### src/rtl/biquad8_coeff_loader_if.sv
// Register-side and biquad-side signal bundle for the coefficient loader.
// The master drives the requests; the slave (loader) drives the chain outputs.
interface biquad8_coeff_loader_if #(
    parameter int NCOEFF = 12,
    parameter int CBITS  = 18
);
    localparam int AW = $clog2(NCOEFF);

    logic             wr_i;
    logic [AW-1:0]    waddr_i;
    logic [CBITS-1:0] wdat_i;
    logic             load_i;
    logic             busy_o;
    logic             done_o;
    logic             err_o;
    logic             bypass_o;
    logic [CBITS-1:0] coeff_dat_o;
    logic             coeff_wr_o;
    logic             coeff_update_o;

    modport master (
        output wr_i, waddr_i, wdat_i, load_i,
        input  busy_o, done_o, err_o, bypass_o,
        input  coeff_dat_o, coeff_wr_o, coeff_update_o
    );

    modport slave (
        input  wr_i, waddr_i, wdat_i, load_i,
        output busy_o, done_o, err_o, bypass_o,
        output coeff_dat_o, coeff_wr_o, coeff_update_o
    );
endinterface

### src/rtl/biquad8_coeff_loader.sv
// Shadow-buffered coefficient loader: bypass, serial B-cascade shift,
// single commit, settle, release.
module biquad8_coeff_loader #(
    parameter int NCOEFF      = 12,
    parameter int CBITS       = 18,
    parameter int BYPASS_WAIT = 16,
    parameter int SETTLE      = 16
) (
    input  logic clk,
    input  logic rst,
    biquad8_coeff_loader_if.slave bus
);
    localparam int AW   = $clog2(NCOEFF);
    localparam int M1   = (BYPASS_WAIT > NCOEFF) ? BYPASS_WAIT : NCOEFF;
    localparam int MAXV = (SETTLE > M1) ? SETTLE : M1;
    localparam int CW   = (MAXV > 1) ? $clog2(MAXV) : 1;

    localparam logic [AW-1:0] LAST_A = AW'(NCOEFF - 1);
    localparam logic [CW-1:0] BW_M1  = CW'(BYPASS_WAIT - 1);
    localparam logic [CW-1:0] N_M1   = CW'(NCOEFF - 1);
    localparam logic [CW-1:0] ST_M1  = CW'(SETTLE - 1);

    typedef enum logic [2:0] {
        S_IDLE,
        S_BYPASS,
        S_SHIFT,
        S_UPDATE,
        S_SETTLE,
        S_DONE
    } state_t;

    state_t           state_q, state_d;
    logic [CW-1:0]    cnt_q, cnt_d;
    logic [CBITS-1:0] dat_q, dat_d;
    logic             busy_q, busy_d;
    logic             done_q, done_d;
    logic             err_q, err_d;
    logic             byp_q, byp_d;
    logic             cwr_q, cwr_d;
    logic             upd_q, upd_d;

    logic [CBITS-1:0] mem_q [NCOEFF];
    logic             idle;
    logic             mem_we;

    assign idle   = (state_q == S_IDLE);
    assign mem_we = idle && bus.wr_i && !rst && (bus.waddr_i <= LAST_A);

    // Shadow RAM has no reset so it maps onto distributed RAM.
    always_ff @(posedge clk) begin
        if (mem_we) begin
            mem_q[bus.waddr_i] <= bus.wdat_i;
        end
    end

    always_comb begin
        state_d = state_q;
        cnt_d   = cnt_q;
        dat_d   = dat_q;
        err_d   = err_q;

        unique case (state_q)
            S_IDLE: begin
                if (bus.load_i) begin
                    state_d = S_BYPASS;
                    cnt_d   = BW_M1;
                end
            end
            S_BYPASS: begin
                if (cnt_q == '0) begin
                    state_d = S_SHIFT;
                    cnt_d   = N_M1;
                end else begin
                    cnt_d = cnt_q - 1'b1;
                end
            end
            S_SHIFT: begin
                // Counter doubles as read address: farthest DSP first.
                dat_d = mem_q[cnt_q[AW-1:0]];
                if (cnt_q == '0) begin
                    state_d = S_UPDATE;
                end else begin
                    cnt_d = cnt_q - 1'b1;
                end
            end
            S_UPDATE: begin
                state_d = S_SETTLE;
                cnt_d   = ST_M1;
            end
            S_SETTLE: begin
                if (cnt_q == '0) begin
                    state_d = S_DONE;
                end else begin
                    cnt_d = cnt_q - 1'b1;
                end
            end
            S_DONE: begin
                state_d = S_IDLE;
            end
            default: begin
                state_d = S_IDLE;
            end
        endcase

        if (idle && bus.load_i) begin
            err_d = 1'b0;
        end else if (!idle && (bus.wr_i || bus.load_i)) begin
            err_d = 1'b1;
        end

        // Outputs decode the next state so they are registered and aligned.
        busy_d = (state_d != S_IDLE);
        done_d = (state_d == S_DONE);
        byp_d  = (state_d == S_BYPASS) || (state_d == S_SHIFT) ||
                 (state_d == S_UPDATE) || (state_d == S_SETTLE);
        cwr_d  = (state_d == S_SHIFT);
        upd_d  = (state_d == S_UPDATE);
    end

    always_ff @(posedge clk) begin
        if (rst) begin
            state_q <= S_IDLE;
            cnt_q   <= '0;
            dat_q   <= '0;
            busy_q  <= 1'b0;
            done_q  <= 1'b0;
            err_q   <= 1'b0;
            byp_q   <= 1'b0;
            cwr_q   <= 1'b0;
            upd_q   <= 1'b0;
        end else begin
            state_q <= state_d;
            cnt_q   <= cnt_d;
            dat_q   <= dat_d;
            busy_q  <= busy_d;
            done_q  <= done_d;
            err_q   <= err_d;
            byp_q   <= byp_d;
            cwr_q   <= cwr_d;
            upd_q   <= upd_d;
        end
    end

    assign bus.busy_o         = busy_q;
    assign bus.done_o         = done_q;
    assign bus.err_o          = err_q;
    assign bus.bypass_o       = byp_q;
    assign bus.coeff_dat_o    = dat_q;
    assign bus.coeff_wr_o     = cwr_q;
    assign bus.coeff_update_o = upd_q;
endmodule

### src/flat_wrapper.sv
// flat-port wrapper written by rule: the top's interface ports become plain ports
module biquad8_coeff_loader_flat 
#(
    parameter int NCOEFF      = 12,
    parameter int CBITS       = 18,
    parameter int BYPASS_WAIT = 16,
    parameter int SETTLE      = 16
)
  (clk, rst, bus_wr_i, bus_waddr_i, bus_wdat_i, bus_load_i, bus_busy_o, bus_done_o, bus_err_o, bus_bypass_o, bus_coeff_dat_o, bus_coeff_wr_o, bus_coeff_update_o);
  biquad8_coeff_loader_if #(.NCOEFF(NCOEFF), .CBITS(CBITS)) bus_i ();
  input  logic clk;
  input  logic rst;
  input wire logic [$bits(bus_i.wr_i)-1:0] bus_wr_i;
  input wire logic [$bits(bus_i.waddr_i)-1:0] bus_waddr_i;
  input wire logic [$bits(bus_i.wdat_i)-1:0] bus_wdat_i;
  input wire logic [$bits(bus_i.load_i)-1:0] bus_load_i;
  output wire logic [$bits(bus_i.busy_o)-1:0] bus_busy_o;
  output wire logic [$bits(bus_i.done_o)-1:0] bus_done_o;
  output wire logic [$bits(bus_i.err_o)-1:0] bus_err_o;
  output wire logic [$bits(bus_i.bypass_o)-1:0] bus_bypass_o;
  output wire logic [$bits(bus_i.coeff_dat_o)-1:0] bus_coeff_dat_o;
  output wire logic [$bits(bus_i.coeff_wr_o)-1:0] bus_coeff_wr_o;
  output wire logic [$bits(bus_i.coeff_update_o)-1:0] bus_coeff_update_o;
  assign bus_i.wr_i = bus_wr_i;
  assign bus_i.waddr_i = bus_waddr_i;
  assign bus_i.wdat_i = bus_wdat_i;
  assign bus_i.load_i = bus_load_i;
  assign bus_busy_o = bus_i.busy_o;
  assign bus_done_o = bus_i.done_o;
  assign bus_err_o = bus_i.err_o;
  assign bus_bypass_o = bus_i.bypass_o;
  assign bus_coeff_dat_o = bus_i.coeff_dat_o;
  assign bus_coeff_wr_o = bus_i.coeff_wr_o;
  assign bus_coeff_update_o = bus_i.coeff_update_o;
  biquad8_coeff_loader #(.NCOEFF(NCOEFF), .CBITS(CBITS), .BYPASS_WAIT(BYPASS_WAIT), .SETTLE(SETTLE)) u_core (.clk(clk), .rst(rst), .bus(bus_i));
endmodule
### config.mk
export PLATFORM = sky130hd
export DESIGN_NAME = biquad8_coeff_loader_flat
export DESIGN_NICKNAME = d
export VERILOG_FILES = /design/src/rtl/biquad8_coeff_loader_if.sv /design/src/rtl/biquad8_coeff_loader.sv /design/src/flat_wrapper.sv
export SDC_FILE = /design/constraint.sdc
export NUM_CORES = 1
export LEC_CHECK = 0
export BUFFER_PORTS_ARGS = -buffer_cell sky130_fd_sc_hd__buf_2
export CAP_MARGIN = 40
export CORE_AREA = 10 10 140 174
export CTS_CLUSTER_SIZE = 30
export DETAILED_ROUTE_END_ITERATION = 12
export DIE_AREA = 0 0 150 184
export PLACE_DENSITY_LB_ADDON = 0.12
export SYNTH_ARGS = -nofsm -noshare
export SYNTH_HDL_FRONTEND = slang
export SYNTH_SLANG_ARGS = --single-unit
### constraint.sdc
create_clock -name clk -period 5.85 [get_ports clk]
set_input_delay 1.4625 -clock clk [delete_from_list [all_inputs] [get_ports clk]]
set_output_delay 1.4625 -clock clk [all_outputs]
set_load 0.01 [all_outputs]
==> tab_implementation.tex, run 1 <==
\begin{tabular}{lr}
\hline
Metric & Value \\
\hline
\multicolumn{2}{l}{\textbf{Power and ir drop}} \\
Pwr per Cell Area & 382 mW/mm\^{}2 \\
Static power due to leakage & 0.00360 uW \\
PnR Total Power & 4170 uW \\
Worst-case vdd ir drop & 0.229 mV \\
\multicolumn{2}{l}{\textbf{Drt}} \\
DRC Markers & 0 \\
Antenna violation net count after detailed routing & 0 \\
Via count & 4586 \\
Vias per std cell & 5.55 \\
1st-pass router iterations & 4 \\
Total wire length after detailed routing & 19.7 mm \\
Routed length per placed instance & 23.9 um \\
1st-iter DRT viols & 251 \\
\multicolumn{2}{l}{\textbf{Setup path}} \\
Biggest cell delay along the critical path & 0.67 ns \\
Cell-by-cell listing of the critical path & buf\_2 -> nand2b\_1 -> nor3\_1 -> nand2\_1 -> nor3\_2 -> buf\_4 \\
Critical path class & input port to flop \\
Maximum fanout along the worst path & 15 \\
Arrival time reported for the critical path endpoint & 3.30 ns \\
Worst setup SP type & input port \\
Req. time, crit path & 6.06 ns \\
CP Capture Type & flop \\
Master of the slowest instance on the critical path & nor3\_2 \\
\multicolumn{2}{l}{\textbf{Floorplan}} \\
Die X-Extent & 150 um \\
IO Pins & 50 \\
Row cnt & 59 \\
Die area & 0.0276 sq mm \\
Floorplan die height & 184 um \\
Effective utilization at floorplan & 0.446 \\
Placeable core region & 0.0208 sq mm \\
\multicolumn{2}{l}{\textbf{Finish}} \\
Number of antenna repair diodes & 0 \\
Total of fill cells in the finished design & 1703 \\
Proportion of layout cells with a drive suffix above 1 & 0.337 \\
Total Nets Final & 561 \\
Area Overhead vs Synth & 17.4\% \\
Fraction of the core area covered by cells at the end of the flow & 0.524 \\
\multicolumn{2}{l}{\textbf{Place}} \\
Minimum setup slack after placement & 2.20 ns \\
I/O Buffers & 49 \\
Final RePlAce weighted congestion & 0.738 \\
Post-DP HPWL & 12.8 mm \\
\multicolumn{2}{l}{\textbf{Global routing}} \\
Antenna violations before repair & 2 \\
Global-route total usage across every layer & 0.144 \\
Total gr overflow & 0 \\
Pin count of the biggest net entering global routing & 42 \\
Global-route wire length before repair & 30.1 mm \\
Vias in the first global route & 4957 \\
\multicolumn{2}{l}{\textbf{Yosys}} \\
Post-synthesis sequential area ratio & 0.765 \\
Number of warning messages in the yosys log & 0 \\
Syn avg cell area & 20.1 sq um \\
Number of enable flip-flop cells after synthesis & 216 \\
Synth Flop Type & edfxtp\_1 \\
Number of flip-flops and latches in the synthesized netlist & 247 \\
Gate Count Post-Synth & 463 \\
Count of different cell masters after synthesis & 38 \\
Post-synthesis net count & 490 \\
Share of synthesized registers carrying an async set or reset & 0 \\
Synth Cell Area & 0.00929 sq mm \\
\multicolumn{2}{l}{\textbf{STA}} \\
Achievable Freq & 323 MHz \\
Setup repair after global routing missed its margin & no \\
Max-slew violation total from the final report & 0 \\
Share of the cycle needed by the critical path after routing & 0.529 \\
Accumulated negative setup slack & 0 ns \\
Number of failing setup endpoints in the final timing report & 0 \\
Final Hold Fails & 0 \\
Least-Margin Pin Slew & 0.829 ns \\
Final setup slack of the worst path & 2.76 ns \\
Worst setup skew after layout & 0.00855 ns \\
Final critical delay including setup and external delays & 3.09 ns \\
Max\_slew headroom & 0.444 \\
\multicolumn{2}{l}{\textbf{CTS}} \\
Post-CTS setup buffers & 0 \\
CTS root buffer & clkbuf\_16 \\
H-tree depth & 1 \\
Clock tree from TritonCTS & yes \\
Num Clock Sinks & 247 \\
Worst-case clock buffer depth & 3 \\
Latest clock arrival within the worst-skew pair & 0.51 ns \\
Number of buffers inserted during clock tree synthesis & 24 \\
Hold-fix buffer count after cts & 0 \\
Clock transition at the register clock pins on the worst setup and hold paths after CTS & 0.07 ns \\
PostCTS Resize Cnt & 0 \\
\multicolumn{2}{l}{\textbf{Job}} \\
Total of max-cap violations & 0 \\
\multicolumn{2}{l}{\textbf{Status}} \\
Outcome & finished, final reports clean \\
\multicolumn{2}{l}{\textbf{Hold path}} \\
Worst Hold Class & flop to flop \\
\hline
\end{tabular}
-- per-layer routing --
layer	global-route usage	vias to the layer above	wire length [um]
met3	0.0256	23	1040
met4	0.0358	2	265
met5	0	-	20
li1	-	2060	-
met1	0.184	2406	8100
met2	0.249	95	10300
-- layout by cell type (no fill, tap or decap), types with 7 or more instances in the layout --
| master | netlist | routed |
|---|---|---|
| clkbuf_16 | 0 | 25 |
| edfxtp_1 | 216 | 216 |
| a22oi_1 | 36 | 36 |
| buf_2 | 13 | 49 |
| mux4_2 | 54 | 54 |
| buf_4 | 0 | 12 |
| clkinvlp_4 | 0 | 7 |
| a21oi_1 | 8 | 7 |
| nand2_1 | 24 | 24 |
| buf_8 | 0 | 8 |
| dfxtp_1 | 31 | 29 |
| nor2_2 | 1 | 10 |
| nand2b_1 | 7 | 7 |
-- report_power, final --
group          total, uW  internal (uW)  switching (uW)
registers           2010           1950            55.2
clock network       1690           1050             646
logic                471            232             239
-- synthesized netlist by cell type, types with 2 or more instances --
cell	count	share of area
edfxtp_1	216	0.70
mux4_2	54	0.13
a22oi_1	36	0.029
dfxtp_1	31	0.067
nand2_1	24	0.0097
nor2_1	15	0.0061
buf_2	13	0.0070
clkbuf_1	10	0.0040
nor3_1	9	0.0048
a21oi_1	8	0.0043
nand2b_1	7	0.0047
inv_1	5	0.0020
nor3b_1	3	0.0024
a2111oi_0	2	0.0019
a211oi_1	2	0.0016
nor2b_1	2	0.0013
nor3_4	2	0.0035
o21ai_0	2	0.0011
or2_2	2	0.0013
or3_1	2	0.0013
-- logic make-up (layout without fill, tap and decap cells) --
group	after synthesis	count (layout)	synth area share
compound gates	58	58	0.0461
xor+xnor	2	2	0.00189
fa+ha+maj	1	1	0.00135
buf+inv	29	118	0.0143
flops	247	247	0.765
mux	54	54	0.131
simple gates	72	72	0.0407
-- worst paths after layout --
kind | from | endpoint | slack (ns) | cells past startpoint
hold / removal | u_core.bus.err_o$_SDFFE_PP0P_ | u_core.bus.err_o$_SDFFE_PP0P_ | 0.47 | 2
setup reg to reg | u_core.state_q[0]$_SDFF_PP0_ | u_core.mem_q[4][2]$_DFFE_PP_ | 3.12 | 5
hold reg to reg | u_core.bus.err_o$_SDFFE_PP0P_ | u_core.bus.err_o$_SDFFE_PP0P_ | 0.47 | 2
setup / recovery | rst | u_core.mem_q[4][2]$_DFFE_PP_ | 2.76 | 6
-- metrics by stage --
stage / cells / area [sq um] / hold slack [ns]
floorplan: 463 / 9290 / 0.493
global placement: 773 / 9890 / 0.459
detailed placement: 782 / 10000 / 0.458
CTS: 826 / 10900 / 0.470
global route: 826 / 10900 / 0.480
finish: 826 / 10900 / 0.471
-- worst max-delay path: cells and delay by family --
family,cells,cell delay (ns)
and+or+nand+nor,4,1.30
buffers and inverters,2,0.53
-- sequential cells by signal (all words and copies together) (netlist names) --
signal and flops:
u_core.state_q 3, u_core.mem_q 216, u_core.bus.coeff_wr_o 1, u_core.bus.err_o 1, u_core.bus.busy_o 1, u_core.cnt_q 4, u_core.bus.done_o 1, u_core.bus.coeff_update_o 1
u_core.bus.coeff_dat_o 18, u_core.bus.bypass_o 1
-- area by class of cell --
class                           instances  area, sq um  share of cell area
Clock inverter                         19          263              0.0241
Inverter                                5         18.8             0.00172
Tap cell                              274          343              0.0314
Multi-Input combinational cell        187         2090               0.192
Clock buffer                           25          626              0.0573
Sequential cell                       247         7110               0.652
Timing Repair Buffer                   69          455              0.0417
(Power assumes the default switching activity.)
==> run 2: changes to the inputs <==
==> constraint.sdc (replaced) <==
create_clock -name clk -period 3.11 [get_ports clk]
set_input_delay 0.7775 -clock clk [delete_from_list [all_inputs] [get_ports clk]]
set_output_delay 0.7775 -clock clk [all_outputs]
set_load 0.01 [all_outputs]
==> run 2 against run 1 <==
  * Combinational power is 100% higher
  * Worst setup slack worse by 1.9 ns
  * Clock-buffer cell count is 5 higher
  * Final cell count is 1.6% higher
  * Register-to-register slack worse by 2.2 ns
  * Critical endpoint is now u_core.mem_q[0][11]$_DFFE_PP_
==> tab_implementation.tex, run 2 (synthesized netlist as in run 1, its figures left out) <==
\begin{tabular}{lr}
\hline
Metric & Value \\
\hline
\multicolumn{2}{l}{\textbf{CTS}} \\
PostCTS Resize Cnt & 0 \\
Num Clock Sinks & 247 \\
Hold-fix buffer count after cts & 0 \\
Number of buffers inserted during clock tree synthesis & 25 \\
Latest clock arrival within the worst-skew pair & 0.52 ns \\
Clock tree from TritonCTS & yes \\
Post-CTS setup buffers & 0 \\
CTS root buffer & clkbuf\_16 \\
H-tree depth & 1 \\
Clock transition at the register clock pins on the worst setup and hold paths after CTS & 0.06 ns \\
Worst-case clock buffer depth & 3 \\
\multicolumn{2}{l}{\textbf{Power and ir drop}} \\
Pwr per Cell Area & 713 mW/mm\^{}2 \\
Worst-case vdd ir drop & 0.462 mV \\
Static power due to leakage & 0.00365 uW \\
\multicolumn{2}{l}{\textbf{Setup path}} \\
Arrival time reported for the critical path endpoint & 2.44 ns \\
Maximum fanout along the worst path & 15 \\
Biggest cell delay along the critical path & 0.48 ns \\
Slack of the worst reg-to-reg path & 0.87 ns \\
CP Capture Type & flop \\
Worst flop-to-flop path startpoint & u\_core.state\_q[2]\$\_SDFF\_PP0\_ \\
Worst path top cell family by delay & simple AND/OR/NAND/NOR gates \\
Req. time, crit path & 3.31 ns \\
Worst setup SP type & flop \\
Master of the slowest instance on the critical path & or3\_1 \\
Worst-case reg-to-reg path depth & 5 \\
Terminus of the critical flop-to-flop path & u\_core.mem\_q[0][11]\$\_DFFE\_PP\_ \\
Cell-by-cell listing of the critical path & or3\_1 -> nor3\_1 -> nand2b\_1 -> nor3\_2 -> buf\_4 \\
Critical path class & flop to flop \\
Buffers and inverters on the worst path & 1 \\
\multicolumn{2}{l}{\textbf{STA}} \\
Final critical delay including setup and external delays & 2.24 ns \\
Least-Margin Pin Slew & 0.644 ns \\
Achievable Freq & 447 MHz \\
Accumulated negative setup slack & 0 ns \\
Final Hold Fails & 0 \\
Share of the cycle needed by the critical path after routing & 0.719 \\
Worst setup skew after layout & 0.00972 ns \\
Setup repair after global routing missed its margin & no \\
Final hold slack & 0.486 ns \\
Max-slew violation total from the final report & 0 \\
Number of failing setup endpoints in the final timing report & 0 \\
Max\_slew headroom & 0.571 \\
\multicolumn{2}{l}{\textbf{Drt}} \\
Routed length per placed instance & 23.3 um \\
Routed wl met2 & 10.7 mm \\
Met1 Routed Length & 7.74 mm \\
Total wire length after detailed routing & 19.6 mm \\
Via count & 4671 \\
Max Used Layer & met5 \\
1st-iter DRT viols & 342 \\
Antenna violation net count after detailed routing & 0 \\
DRC Markers & 0 \\
Met3 Wirelength & 881 um \\
Vias per std cell & 5.57 \\
1st-pass router iterations & 4 \\
\multicolumn{2}{l}{\textbf{Global routing}} \\
Total gr overflow & 0 \\
Pin count of the biggest net entering global routing & 56 \\
Vias in the first global route & 4896 \\
Global-route total usage across every layer & 0.143 \\
Global-route wire length before repair & 29.4 mm \\
Antenna violations before repair & 3 \\
\multicolumn{2}{l}{\textbf{Finish}} \\
Max FFs per register & 216 \\
Fraction of the core area covered by cells at the end of the flow & 0.524 \\
Proportion of layout cells with a drive suffix above 1 & 0.339 \\
Total of fill cells in the finished design & 1701 \\
Most flop-heavy register & u\_core.mem\_q \\
Total Nets Final & 572 \\
Commonest non-fill, non-tap cells in the layout & edfxtp\_1 (216), mux4\_2 (54), buf\_2 (49), a22oi\_1 (36) \\
Area Overhead vs Synth & 17.4\% \\
Leading cell type in the layout, fill and taps excluded & edfxtp\_1 \\
\multicolumn{2}{l}{\textbf{Status}} \\
Outcome & finished, final reports clean \\
\multicolumn{2}{l}{\textbf{Place}} \\
Final RePlAce weighted congestion & 0.709 \\
I/O Buffers & 49 \\
Post-DP HPWL & 12.0 mm \\
\multicolumn{2}{l}{\textbf{Hold path}} \\
Endpoint of the worst hold-timing path & u\_core.bus.err\_o\$\_SDFFE\_PP0P\_ \\
Worst Hold Class & flop to flop \\
Hold path start & u\_core.bus.err\_o\$\_SDFFE\_PP0P\_ \\
Number of instances on the worst hold path & 2 \\
\multicolumn{2}{l}{\textbf{Floorplan}} \\
Row cnt & 59 \\
IO Pins & 50 \\
Placeable core region & 0.0208 sq mm \\
Die X-Extent & 150 um \\
Effective utilization at floorplan & 0.446 \\
Die area & 0.0276 sq mm \\
Floorplan die height & 184 um \\
\multicolumn{2}{l}{\textbf{Job}} \\
Total of max-cap violations & 0 \\
\hline
\end{tabular}
==> run 2: changes by cell type in the layout (fill, tap and decap cells not counted), moves of 2 or more <==
| cell | delta |
|---|---|
| buf_4 | +17 |
| buf_8 | -8 |
| clkinvlp_4 | -7 |
| clkbuf_1 | +4 |
| clkinv_1 | +2 |
| diode_2 | +2 |
==> run 2: worst max-delay path by stage <==
stage / cells after the start / endpoint / from / slack (ns)
finish: 5 / u_core.mem_q[0][11]$_DFFE_PP_ / u_core.state_q[2]$_SDFF_PP0_ / 0.87
global route: 5 / u_core.mem_q[0][12]$_DFFE_PP_ / u_core.state_q[2]$_SDFF_PP0_ / 0.75
CTS: 5 / u_core.mem_q[4][3]$_DFFE_PP_ / u_core.state_q[2]$_SDFF_PP0_ / 0.90
detailed placement: 6 / u_core.mem_q[4][17]$_DFFE_PP_ / rst / 0.72
global placement: 6 / u_core.mem_q[4][17]$_DFFE_PP_ / rst / 0.77
floorplan: 4 / u_core.mem_q[0][0]$_DFFE_PP_ / rst / 0.20
==> run 2: power by group <==
part / leakage (uW) / internal (uW) / switching (uW)
Sequential: 0.00220 / 3680 / 58.2
Clock: 0.000419 / 1910 / 1190
Combinational: 0.00104 / 446 / 495
==> run 2: worst register-to-register path: stages (launching register included) <==
cell and delay, ns:
dfxtp_1 0.45, or3_1 0.49, nor3_1 0.29, nand2b_1 0.21, nor3_2 0.20, buf_4 0.28
==> run 2: area by class of cell <==
cell class / count / area (sq um) / area share
timing repair buffer: 79 / 483 / 0.0443
clock inverter: 15 / 201 / 0.0185
sequential: 247 / 7110 / 0.652
tap: 274 / 343 / 0.0314
antenna: 2 / 5.00 / 0.000459
clock buffer: 30 / 654 / 0.0600
multi-input combinational: 187 / 2090 / 0.192
inverter: 5 / 18.8 / 0.00172
==> run 2: routing by layer <==
| layer | global-route usage | vias up |
|---|---|---|
| met4 | 0.0358 | 2 |
| met3 | 0.0268 | 27 |
| li1 | - | 2078 |
| met5 | 0 | - |
| met2 | 0.257 | 112 |
| met1 | 0.170 | 2452 |
==> run 2: per-stage QoR <==
step	setup WS, ns	total power [uW]	cells	instance area [sq um]
2_1_floorplan	0.196	4490	463	9290
3_3_place_gp	0.765	4760	792	10000
3_5_place_dp	0.725	4770	792	10000
4_1_cts	0.896	7870	837	10900
5_1_grt	0.748	8080	838	10900
6_report	0.874	7780	839	10900
